File: src/rtl/detect_pkg.sv
// Shared constants and fill-state helpers for the serial pattern detector.
package detect_pkg;

    localparam int DEF_WIDTH = 8;
    localparam int DEF_CNT_W = 8;
    localparam logic [15:0] DEFAULT_PAT = 16'h0058;

    // Fill-state boundaries; FILL_FULL tracks the default width, the top scales it to its own WIDTH.
    localparam int FILL_EMPTY = 0;
    localparam int FILL_FULL  = DEF_WIDTH;

    typedef enum logic [1:0] {
        ST_EMPTY,
        ST_FILLING,
        ST_ARMED
    } fill_state_e;

    function automatic fill_state_e fill_state(input int fill, input int width);
        if (fill == FILL_EMPTY)
            return ST_EMPTY;
        else if (fill >= width)
            return ST_ARMED;
        else
            return ST_FILLING;
    endfunction

endpackage

File: src/rtl/pattern_shift_reg.sv
// History shift register: newest bit enters bit 0, older bits move toward the MSB.
module pattern_shift_reg #(
    parameter int WIDTH = 8
) (
    input  logic             clk,
    input  logic             rst,
    input  logic             clr,
    input  logic             shift_en,
    input  logic             d,
    output logic [WIDTH-1:0] q
);

    // NOTE: sequential state uses non-blocking assignments so every flop samples pre-edge values.
    always_ff @(posedge clk) begin
        if (rst || clr)
            q <= '0;
        else if (shift_en)
            q <= {q[WIDTH-2:0], d};
    end

endmodule

File: src/rtl/pattern_detect.sv
// Parametrised serial pattern detector with runtime-loadable pattern,
// overlapping/non-overlapping modes and a saturating match counter.
module pattern_detect #(
    parameter int               WIDTH       = detect_pkg::DEF_WIDTH,
    parameter int               CNT_W       = detect_pkg::DEF_CNT_W,
    parameter logic [WIDTH-1:0] DEFAULT_PAT = WIDTH'(detect_pkg::DEFAULT_PAT)
) (
    input  logic             clk,
    input  logic             rst,
    input  logic             load,
    input  logic [WIDTH-1:0] pat_in,
    input  logic             overlap,
    input  logic             in_valid,
    input  logic             in,
    output logic             match,
    output logic [CNT_W-1:0] count,
    output logic             armed
);

    import detect_pkg::*;

    localparam int               FW       = $clog2(WIDTH + 1);
    localparam logic [FW-1:0]    FILL_MAX = FW'(WIDTH);
    localparam logic [CNT_W-1:0] CNT_MAX  = '1;

    logic [WIDTH-1:0] pat;
    logic [WIDTH-1:0] hist;
    logic [WIDTH-1:0] hist_n;
    logic [FW-1:0]    fill;
    logic [FW-1:0]    fill_n;
    logic             hit;
    fill_state_e      state;

    pattern_shift_reg #(.WIDTH(WIDTH)) u_hist (
        .clk      (clk),
        .rst      (rst),
        .clr      (load),
        .shift_en (in_valid),
        .d        (in),
        .q        (hist)
    );

    // NOTE: every always_comb output gets a default first so no latch can be inferred.
    always_comb begin
        hist_n = {hist[WIDTH-2:0], in};
        fill_n = fill;
        if (fill != FILL_MAX)
            fill_n = fill + 1'b1;
        hit    = (fill_n == FILL_MAX) && (hist_n == pat);
    end

    always_ff @(posedge clk) begin
        if (rst) begin
            pat   <= DEFAULT_PAT;
            fill  <= FW'(FILL_EMPTY);
            count <= '0;
            match <= 1'b0;
        end else if (load) begin
            pat   <= pat_in;
            fill  <= FW'(FILL_EMPTY);
            match <= 1'b0;
        end else if (in_valid) begin
            match <= hit;
            if (hit && count != CNT_MAX)
                count <= count + 1'b1;
            // Non-overlapping mode restarts the fill so the next match needs WIDTH fresh bits.
            if (hit && !overlap)
                fill <= FW'(FILL_EMPTY);
            else
                fill <= fill_n;
        end else begin
            match <= 1'b0;
        end
    end

    assign state = fill_state(int'(fill), WIDTH);
    assign armed = (state == ST_ARMED);

endmodule

File: config.mk
export PLATFORM = sky130hd
export DESIGN_NAME = pattern_detect
export DESIGN_NICKNAME = d
export VERILOG_FILES = /design/src/rtl/detect_pkg.sv /design/src/rtl/pattern_shift_reg.sv /design/src/rtl/pattern_detect.sv
export SDC_FILE = /design/constraint.sdc
export NUM_CORES = 1
export LEC_CHECK = 0
export ABC_CLOCK_PERIOD_IN_PS = 2150
export CORE_UTILIZATION = 30
export CTS_CLUSTER_SIZE = 16
export DETAILED_ROUTE_END_ITERATION = 12
export SLEW_MARGIN = 20
export SYNTH_ARGS = -nofsm -noshare
export SYNTH_HDL_FRONTEND = slang
export SYNTH_HIERARCHICAL = 1
export SYNTH_SLANG_ARGS = --single-unit
File: constraint.sdc
create_clock -name clk -period 2.15 [get_ports clk]
set_input_delay 0.215 -clock clk [delete_from_list [all_inputs] [get_ports clk]]
set_output_delay 0.215 -clock clk [all_outputs]
set_load 0.02 [all_outputs]
# Yosys cells after proc, flatten, opt, wreduce, memory -nomap -nowiden
# Cells that the tools add are included.
[totals]
word_cells = 28
register_bits = 28
out_inout_bits = 10
inputBits = 14
[op_classes]
reduce_logical = 9
n_addsub = 2
magnitude_cmp = 1
eq_ne = 5
bitwise_logic = 2
mux = 4
[ops]
columns = ["op", "count"]
rows = [
  ["adder 8 x 1 -> 8 bit, second input constant", 1],
  ["equality test 8 bit", 1],
  ["2-to-1 mux 4 bit", 2],
  ["!= test 8 bit, second input constant", 1],
  ["adder 4 x 1 -> 4 bit, second input constant", 1],
  ["equality test 4 bit, second input constant", 1],
  ["greater-or-equal comparator 4 bit, second input constant", 1],
  ["logical NOT 4 bit", 1],
  ["2-to-1 mux 2 bit", 2],
  ["!= test 4 bit, second input constant", 1],
  ["logical AND 1 bit", 3],
  ["AND reduction 3 bit", 1],
  ["OR reduction 3 bit", 1],
  ["equality test 2 bit, second input constant", 1],
  ["inverter 1 bit", 2],
  ["OR reduction 2 bit", 1],
  ["logical NOT 1 bit", 1],
  ["logical OR 1 bit", 1],
]

# Longest topological paths before layout
# Gate-level depths: netlist of the first run.
[depth]
depth_word = 6
depth_mapped = 8
ltp_nobuf = 7

# Hierarchy
# The synthesis of the first run kept the hierarchy.
[modules_own_cells]
columns = ["mod", "area_per_inst_um2", "seq_area_each_um2", "instances", "cells_each"]
rows = [
  ["pattern_detect", 1116.1, 420.4, 1, 122],
  ["pattern_shift_reg", 295.3, 160.2, 1, 27],
]

# Worst setup path after synthesis of the first run
# Ideal clock, no wire load.
[synth_timing]
path_type = "register to register"
from = "reg fill[0]"
to = "reg count[5]"
t_arrival_ns = 2.001
n_path_buf = 0
stages_incl_launch_ff = 8
period_less_slack_ns = 2.071
t_required_ns = 2.079
path_slack_ns = 0.079
setup_time_ns = 0.071
cell_sequence = "dfxtp_1 -> inv_1 -> ha_1 -> nor2b_1 -> o2111ai_1 -> a2111o_1 -> or4_1 -> a21oi_1"
[synth_between]
elab_chain_len = 6
elab_cells_between_ends = 7
classes_between = "add/sub (1); eq/ne (2); mux (1); reduce/logical (3)"
[synth_rtl]
columns = ["element", "line_no", "rtl"]
rows = [
  ["from (decl)", "pattern_detect.sv:29", "logic [FW-1:0] fill;"],
  ["from (signal assigned)", "pattern_detect.sv:55", "fill <= FW'(FILL_EMPTY);"],
  ["from (signal assigned)", "pattern_detect.sv:60", "fill <= FW'(FILL_EMPTY);"],
  ["from (signal assigned)", "pattern_detect.sv:68", "fill <= FW'(FILL_EMPTY);"],
  ["adder 4 x 1 -> 4 bit / != test 4 bit (equally long branches)", "pattern_detect.sv:48, pattern_detect.sv:47", ""],
  ["2-to-1 mux 4 bit (*)", "pattern_detect.sv:47", "if (fill != FILL_MAX)"],
  ["equality test 4 bit (*)", "pattern_detect.sv:49", "hit = (fill_n == FILL_MAX) && (hist_n == pat);"],
  ["logical AND 1 bit (*)", "pattern_detect.sv:49", ""],
  ["logical AND 1 bit (*)", "pattern_detect.sv:64", "if (hit && count != CNT_MAX)"],
  ["AND reduction 3 bit (no line) (*)", "n/a", ""],
  ["to (signal assigned)", "pattern_detect.sv:65", "count <= count + 1'b1;"],
  ["to (decl)", "pattern_detect.sv:16", "output logic [CNT_W-1:0] count,"],
]
# Mark *: on every way between the ends. The rest lies on a longest branch, timed or not.
# A chain may end at the register's enable or synchronous reset.

# Worst setup path in the final report of the first run
[layout_timing]
from = "reg fill[1]"
to = "reg count[5]"
# The elaborated chain is that of the path after synthesis.

==> results of run 1 <==
[worst max-delay path: cells and delay by family (launching register included)]
kind / cells / cell delay (ns)
adders and majority gates: 1 / 0.16
DFF: 1 / 0.36
AOI/OAI and AO/OA: 2 / 0.64
and+or+nand+nor: 3 / 0.88
buffers and inverters: 1 / 0.05
[state kept, by name (all words and copies together) (netlist names)]
register,cells
u_hist/q,7
pat,8
count,8
fill,4
match,1
[worst max path at each step]
stage | endpoint | from | cells after the start | slack [ns]
finish | count[5] | fill[1] | 7 | 0.0004
global route | count[5] | fill[1] | 7 | -0.07
CTS | count[7] | fill[1] | 7 | 0.008
detailed placement | count[4] | in | 6 | -0.16
global placement | count[4] | in_valid | 6 | -0.11
floorplan | count[5] | fill[0] | 7 | 0.08
[layout by cell type, fill, tap and decap left out, types with 2 or more instances in the layout]
cell type / instances
ha_4: 2
nand3_1: 2
nand2_1: 3
or4_1: 3
inv_1: 2
o21ai_0: 5
nor3_1: 2
or3_2: 2
xnor2_1: 10
buf_4: 10
mux2i_1: 13
o31ai_1: 4
a21oi_1: 5
clkbuf_8: 3
a2111o_1: 2
inv_2: 2
nand4_1: 4
nor2_1: 16
or3_1: 3
a211o_1: 3
clkdlybuf4s50_1: 23
nor2b_1: 3
dfxtp_1: 25
a21oi_2: 3
dfxtp_2: 3
[final cells by class]
cell class | count | share of cell area, %
Multi-Input combinational cell | 105 | 45.3
Sequential cell | 28 | 31.1
Timing Repair Buffer | 33 | 16.8
Tap cell | 52 | 3.59
Clock buffer | 3 | 2.28
Inverter | 4 | 0.828
[what timing repair did]
action                                  CTS  global route
pin swaps                                 4             6
setup buffers                             2             1
cloned                                    1             0
endpoints found under the setup margin    8             8
gates resized for setup                   7            12
[power breakdown]
group / switching [W] / total, W / leakage, nW / internal, W
combinational: 0.0000510 / 0.000113 / 0.392 / 0.0000622
sequential: 0.0000105 / 0.000541 / 0.229 / 0.000531
clock: 0.000148 / 0.000273 / 0.0216 / 0.000125
[per-stage QoR]
stage               power [W]  cells  utilization, %  instance area (um2)
floorplan            0.000612    146               -                 1380
global placement     0.000651    218            37.9                 1660
detailed placement   0.000653    218            37.9                 1660
CTS                  0.000929    224            40.1                 1760
global route         0.000971    225            41.4                 1810
finish               0.000927    225            41.4                 1810
[per-layer routing]
layer	track usage (%)	wire [um]	vias up	part of all wire [%]
met1	16.1	1440	580	46
li1	-	-	588	-
met4	4.44	30	0	0.96
met5	0	0	-	0
met3	1.74	100	2	3.2
met2	21.9	1550	34	50
==> results.sh, run 1 <==
export IMPL_drt_pass1_iterations=4
export IMPL_path_cells="inv_2, ha_4, and4bb_2, nor2_2, a2111o_1, or4_1, a21oi_1"
export IMPL_power_density_nw_per_um2=512
export IMPL_netlist_instances=146
export IMPL_min_path_cells=2
export IMPL_max_freq_mhz=465
export IMPL_p_leak_nw=0.642
export IMPL_portBuffers=23
export IMPL_antenna_found_initial=0
export IMPL_overflow=0
export IMPL_post_route_min_period_ns=2.15
export IMPL_place_hpwl_mm=2.05
export IMPL_synthesis_area_um2=1380
export IMPL_routed_via_density=5.35
export IMPL_grt_start_max_net_pins=17
export IMPL_multi_input_area_um2=822
export IMPL_crit_required_ns=2.36
export IMPL_timing_rr_start="fill[1]"
export IMPL_status="finished clean"
export IMPL_maxCapViolations=0
export IMPL_slowest_delay_ns=0.53
export IMPL_wl_per_cell_um=13.8
export IMPL_finalHoldViolCount=0
export IMPL_layout_setup_ws_ns=0.000390
export IMPL_grt_pass1_vias=1129
export IMPL_cp_data_arrival_time_ns=2.35
export IMPL_whs_endpoint="pat[0]"
export IMPL_ios=24
export IMPL_syn_area_per_cell_um2=9.44
export IMPL_start_util_pct=31.4
export IMPL_rr_worst_depth=7
export IMPL_gp_congestion=0.764
export IMPL_route_vias_total=1204
export IMPL_crit_type="reg2reg"
export IMPL_numCtsBuffers=3
export IMPL_r2r_end="count[5]"
export IMPL_grt_setup_unrepaired="true"
export IMPL_drv_slew=0
export IMPL_tns_ns=0
export IMPL_cp_max_fo=7
export IMPL_fillers=440
export IMPL_period_share_pct=100
export IMPL_ir_drop_mv=0.245
export IMPL_drc=0
export IMPL_grt_pass1_wl_mm=5.02
export IMPL_cts_root_buf="clkbuf_8"
export IMPL_startpoint_type="register"
export IMPL_grt_use_total_pct=12.7
export IMPL_core_um2=4380
export IMPL_insertion_delay_ns=0.26
export IMPL_dieArea_um2=4870
export IMPL_drt_iter0_drc=39
export IMPL_die_y_um=69.8
export IMPL_cts_tree="yes"
export IMPL_cts_sinks=28
export IMPL_whs_ns=0.530
export IMPL_r2r_setup_slack_ns=0.0004
export IMPL_ctsHoldBuffers=0
export IMPL_finalSetupViolCount=0
export IMPL_slew_headroom_pct=65.2
export IMPL_crit_slowest_cell="or4_1"
export IMPL_synth_fp_nets=163
export IMPL_seq_area_um2=564
export IMPL_dp_worst_setup_slack_ns=-0.157
export IMPL_cts_buffer_depth=2
export IMPL_skew_ns=0.00226
export IMPL_final_nets=192
export IMPL_num_antenna_cells=0
export IMPL_rows=24
export IMPL_tightest_slew_ns=0.509
export IMPL_routed_wl_mm=3.12
export IMPL_drive_above_1_share_pct=18.5
export IMPL_hold_class="reg2reg"
export IMPL_cp_end_kind="register"
export IMPL_min_delay_start="pat[0]"
export IMPL_yosys_warnings=6
export IMPL_cts_max_level=1
export IMPL_ant_nets=0
export IMPL_area_growth_pct=31.6
export IMPL_fp_dieW_um=69.8
export IMPL_clk_pin_slew_worst_paths_ns=0.09
Note: power is estimated with default switching activity, not from simulation.
==> run 2: changes to the inputs <==
CORE_UTILIZATION = 25   (was 30)
==> results.sh, run 2 (synthesis results as in run 1) <==
export IMPL_status="finished clean"
export IMPL_grt_start_max_net_pins=17
export IMPL_drv_slew=0
export IMPL_largestRegisters="count x8, pat x8, u_hist/q x7"
export IMPL_cts_sinks=28
export IMPL_area_growth_pct=33.2
export IMPL_power_density_nw_per_um2=584
export IMPL_drt_pass1_iterations=4
export IMPL_finalSetupViolCount=0
export IMPL_cts_root_buf="clkbuf_8"
export IMPL_cts_max_level=1
export IMPL_power_internal_w=0.000844
export IMPL_ios=24
export IMPL_routed_wl_mm=3.02
export IMPL_final_nets=191
export IMPL_finalHoldViolCount=0
export IMPL_cts_buffer_depth=2
export IMPL_grt_pass1_wl_mm=5.11
export IMPL_use_met2_pct=16.2
export IMPL_hold_class="in2reg"
export IMPL_grt_use_total_pct=10.8
export IMPL_ant_nets=0
export IMPL_antenna_found_initial=0
export IMPL_startpoint_type="register"
export IMPL_gr_usage_met1_pct=15.4
export IMPL_cp_top_family="simple AND/OR/NAND/NOR gates"
export IMPL_tns_ns=0
export IMPL_crit_slowest_cell="or4_4"
export IMPL_r2r_end="count[5]"
export IMPL_rr_worst_depth=7
export IMPL_wl_per_cell_um=12.4
export IMPL_mostFrequentLayoutCells="dfxtp_1, clkdlybuf4s50_1, nor2_1"
export IMPL_place_hpwl_mm=2.12
export IMPL_dieArea_um2=5810
export IMPL_whs_endpoint="pat[6]"
export IMPL_maxCapViolations=0
export IMPL_grt_pass1_vias=1054
export IMPL_place_area_um2=1690
export IMPL_cp_data_arrival_time_ns=2.31
export IMPL_p_clk_share_pct=39.0
export IMPL_pwr_share_comb_pct=10.5
export IMPL_ctsHoldBuffers=0
export IMPL_fillers=563
export IMPL_grtUsageMet3_pct=1.92
export IMPL_crit_required_ns=2.37
export IMPL_grt_busiest_layer="met2"
export IMPL_max_freq_mhz=478
export IMPL_overflow=0
export IMPL_cts_tree="yes"
export IMPL_num_antenna_cells=0
export IMPL_min_path_cells=2
export IMPL_routed_via_density=4.72
export IMPL_cp_buffers_inverters=1
export IMPL_grt_setup_unrepaired="true"
export IMPL_drive_above_1_share_pct=16.8
export IMPL_clk_pin_slew_worst_paths_ns=0.10
export IMPL_min_delay_start="pat_in[6]"
export IMPL_slew_headroom_pct=71.9
export IMPL_cp_end_kind="register"
export IMPL_period_share_pct=97.2
export IMPL_seqPwrFrac_pct=50.5
export IMPL_cp_max_fo=6
export IMPL_start_util_pct=26.5
export IMPL_tightest_slew_ns=0.421
export IMPL_switching_share_pct=21.3
export IMPL_core_um2=5200
export IMPL_numCtsBuffers=3
export IMPL_slowest_delay_ns=0.54
export IMPL_r2r_setup_slack_ns=0.06
export IMPL_p_switching_w=0.000228
export IMPL_rows=26
export IMPL_portBuffers=23
export IMPL_drt_iter0_drc=24
export IMPL_path_cells="inv_2, ha_4, and4bb_2, nor2_2, a2111o_1, or4_4, a21oi_2"
export IMPL_crit_type="reg2reg"
export IMPL_ir_drop_mv=0.278
export IMPL_drc=0
export IMPL_route_vias_total=1146
export IMPL_gp_congestion=0.720
export IMPL_post_route_min_period_ns=2.09
export IMPL_final_util_pct=35.3
export IMPL_skew_ns=0.00239
export IMPL_mostFrequentLayoutCell="dfxtp_1"
export IMPL_insertion_delay_ns=0.28
export IMPL_fp_dieW_um=76.2
export IMPL_final_cell_area_um2=1840
export IMPL_die_y_um=76.2
export IMPL_p_leak_nw=0.655
export IMPL_timing_rr_start="fill[1]"
[run 2: worst max-delay path by stage]
stage,from,slack [ns],depth (start not counted),to
floorplan,fill[0],0.08,7,count[5]
global placement,in,-0.12,6,count[7]
detailed placement,in,-0.16,6,count[5]
CTS,fill[0],0.01,7,count[4]
global route,fill[0],-0.06,7,count[5]
finish,fill[1],0.06,7,count[5]
[run 2: worst reg2reg max path, delay by kind of cell (launching register included)]
family	cells	cell delay, ns
AND/OR/NAND/NOR	3	0.89
adder cells (fa/ha/maj)	1	0.16
buffers and inverters	1	0.05
AO/OA/AOI/OAI	2	0.57
flip-flops	1	0.37
[run 2: metrics by stage]
stage	worst slack, ns	std cells	power, W	hold slack (ns)
after floorplan	0.0789	146	0.000612	0.304
after global placement	-0.123	237	0.000653	0.500
after detailed placement	-0.163	237	0.000655	0.507
after CTS	0.0129	242	0.00107	0.516
after global routing	-0.0622	243	0.00111	0.530
final	0.0599	243	0.00107	0.520
[run 2: cell type report]
cell class / count / area [um2] / share of cell area [%]
Clock inverter: 1 / 30.0 / 1.64
Tap cell: 70 / 87.6 / 4.77
Sequential cell: 28 / 564 / 30.7
Multi-Input combinational cell: 105 / 800 / 43.6
Inverter: 4 / 15.0 / 0.818
Timing Repair Buffer: 32 / 298 / 16.2
Clock buffer: 3 / 41.3 / 2.25
[run 2: metal layers]
metal	vias to the layer above	part of all wire [%]	wire length, um
met3	4	2.5	74
met4	0	1.3	38
met5	-	0	0
li1	582	-	-
met2	14	47	1420
met1	546	49	1490
[run 2: timing repair]
item,4_1_cts,5_1_grt
gates resized for setup,3,12
setup endpoints to repair,8,8
gates cloned,1,0
pin swaps,1,5
setup buffers,0,1
[run 2: power by group through the flow]
stage               combinational (W)  clock [W]  sequential (W)
floorplan                   0.0000621          0        0.000550
global placement             0.000101          0        0.000552
detailed placement           0.000102          0        0.000553
CTS                          0.000105   0.000427        0.000541
global route                 0.000125   0.000446        0.000544
finish                       0.000113   0.000418        0.000541
==> run 3: changes to the inputs <==
PLACE_DENSITY = 0.49   (was default)
REMOVE_ABC_BUFFERS = 1   (was default)
==> results.sh, run 3 (synthesis results as in run 1) <==
export IMPL_min_delay_start="pat_in[6]"
export IMPL_numCtsBuffers=3
export IMPL_rr_worst_depth=7
export IMPL_drt_iter0_drc=86
export IMPL_mostFrequentLayoutCell="dfxtp_1"
export IMPL_drc=0
export IMPL_rows=26
export IMPL_maxCapViolations=0
export IMPL_cts_buffer_depth=2
export IMPL_finalHoldViolCount=0
export IMPL_cp_end_kind="register"
export IMPL_ir_drop_mv=0.233
export IMPL_drive_above_1_share_pct=19.4
export IMPL_max_freq_mhz=465
export IMPL_power_internal_w=0.000846
export IMPL_cp_data_arrival_time_ns=2.36
export IMPL_grt_setup_unrepaired="true"
export IMPL_post_route_min_period_ns=2.15
export IMPL_grt_use_total_pct=11.6
export IMPL_finalSetupViolCount=0
export IMPL_antenna_found_initial=0
export IMPL_status="finished clean"
export IMPL_drv_slew=0
export IMPL_cts_sinks=28
export IMPL_num_antenna_cells=0
export IMPL_cp_buffers_inverters=1
export IMPL_dieArea_um2=5810
export IMPL_grt_start_max_net_pins=17
export IMPL_routed_via_density=4.70
export IMPL_cp_top_family="compound AO/OA/AOI/OAI gates"
export IMPL_use_met2_pct=20.5
export IMPL_r2r_end="count[7]"
export IMPL_mostFrequentLayoutCells="dfxtp_1, clkdlybuf4s50_1, nor2_1"
export IMPL_insertion_delay_ns=0.28
export IMPL_r2r_setup_slack_ns=0.001
export IMPL_slowest_delay_ns=0.53
export IMPL_tightest_slew_ns=0.392
export IMPL_grt_busiest_layer="met2"
export IMPL_pwr_share_comb_pct=11.0
export IMPL_die_y_um=76.2
export IMPL_ios=24
export IMPL_hold_class="in2reg"
export IMPL_seqPwrFrac_pct=50.4
export IMPL_cts_max_level=1
export IMPL_final_nets=193
export IMPL_cts_tree="yes"
export IMPL_start_util_pct=26.5
export IMPL_p_clk_share_pct=38.6
export IMPL_overflow=0
export IMPL_path_depth=7
export IMPL_core_um2=5200
export IMPL_crit_type="reg2reg"
export IMPL_clk_pin_slew_worst_paths_ns=0.10
export IMPL_crit_required_ns=2.36
export IMPL_grt_pass1_wl_mm=5.55
export IMPL_area_growth_pct=36.8
export IMPL_crit_slowest_cell="or4_4"
export IMPL_p_leak_nw=0.668
export IMPL_power_density_nw_per_um2=570
export IMPL_slew_headroom_pct=73.2
export IMPL_multi_input_area_um2=827
export IMPL_cts_root_buf="clkbuf_8"
export IMPL_skew_ns=0.00850
export IMPL_route_vias_total=1151
export IMPL_cp_max_fo=8
export IMPL_tns_ns=0
export IMPL_startpoint_type="register"
export IMPL_layout_setup_ws_ns=0.00127
export IMPL_ant_nets=0
export IMPL_gr_usage_met1_pct=13.9
export IMPL_crit_start="fill[0]"
export IMPL_fp_dieW_um=76.2
export IMPL_place_hpwl_mm=2.25
export IMPL_routed_wl_mm=3.13
export IMPL_period_share_pct=99.9
export IMPL_portBuffers=23
export IMPL_gp_congestion=0.775
export IMPL_grt_pass1_vias=1218
export IMPL_endpoint="count[7]"
export IMPL_fillers=545
export IMPL_switching_share_pct=21.2
export IMPL_p_switching_w=0.000228
export IMPL_path_cells="buf_6, ha_4, a21bo_4, o2111ai_4, a2111o_2, or4_4, a21oi_2"
export IMPL_seq_area_um2=567
export IMPL_timing_rr_start="fill[0]"
export IMPL_wl_per_cell_um=12.8
export IMPL_total_power_w=0.00107
export IMPL_drt_pass1_iterations=5
export IMPL_largestRegisters="count x8, pat x8, u_hist/q x7"
export IMPL_dp_worst_setup_slack_ns=-0.219
export IMPL_grtUsageMet3_pct=2.75
-- run 3: worst register-to-register path, stage by stage (launching register included) --
cell and delay (ns):
dfxtp_2 0.35, buf_6 0.12, ha_4 0.15, a21bo_4 0.18
o2111ai_4 0.14, a2111o_2 0.50, or4_4 0.53, a21oi_2 0.11
-- run 3: final cells by class --
type / count / share of cell area, %
Sequential cell: 28 / 30.1
Clock buffer: 3 / 2.19
Multi-Input combinational cell: 105 / 43.9
Tap cell: 70 / 4.65
Inverter: 4 / 0.797
Timing Repair Buffer: 34 / 16.8
Clock inverter: 1 / 1.59
-- run 3: worst min path at each step --
| stage | to | depth (start not counted) |
|---|---|---|
| after detailed placement | count[1] | 2 |
| final | pat[6] | 2 |
| after global placement | count[5] | 2 |
| after global routing | pat[6] | 2 |
| after floorplan | count[0] | 1 |
| after CTS | pat[6] | 2 |
-- run 3: repair_timing --
item / 4_1_cts / 5_1_grt
endpoints found under the setup margin: 8 / 6
pin swaps: 1 / 9
gates cloned: 1 / 0
gates resized for setup: 6 / 16
hold buffers: 0 / 0
setup buffers: 2 / 1
-- run 3: power by group through the flow --
stage | combinational, W | sequential (W) | clock, W
6_report | 0.000118 | 0.000541 | 0.000415
3_5_place_dp | 0.000103 | 0.000553 | 0
4_1_cts | 0.000109 | 0.000541 | 0.000432
3_3_place_gp | 0.000100 | 0.000553 | 0
2_1_floorplan | 0.0000452 | 0.000551 | 0
5_1_grt | 0.000129 | 0.000544 | 0.000457
-- run 3: per-layer routing --
layer	vias up	part of all wire, %
met1	541	46
met4	0	0.45
li1	592	-
met5	-	0
met3	2	3.2
met2	16	50
-- run 3: per-stage QoR --
step	std cells	cell area [um2]	utilization [%]	hold WS [ns]
global placement	237	1690	32.5	0.490
detailed placement	237	1690	32.5	0.515
floorplan	136	1310	-	0.284
finish	245	1880	36.2	0.521
CTS	244	1810	34.8	0.520
global route	245	1880	36.2	0.521
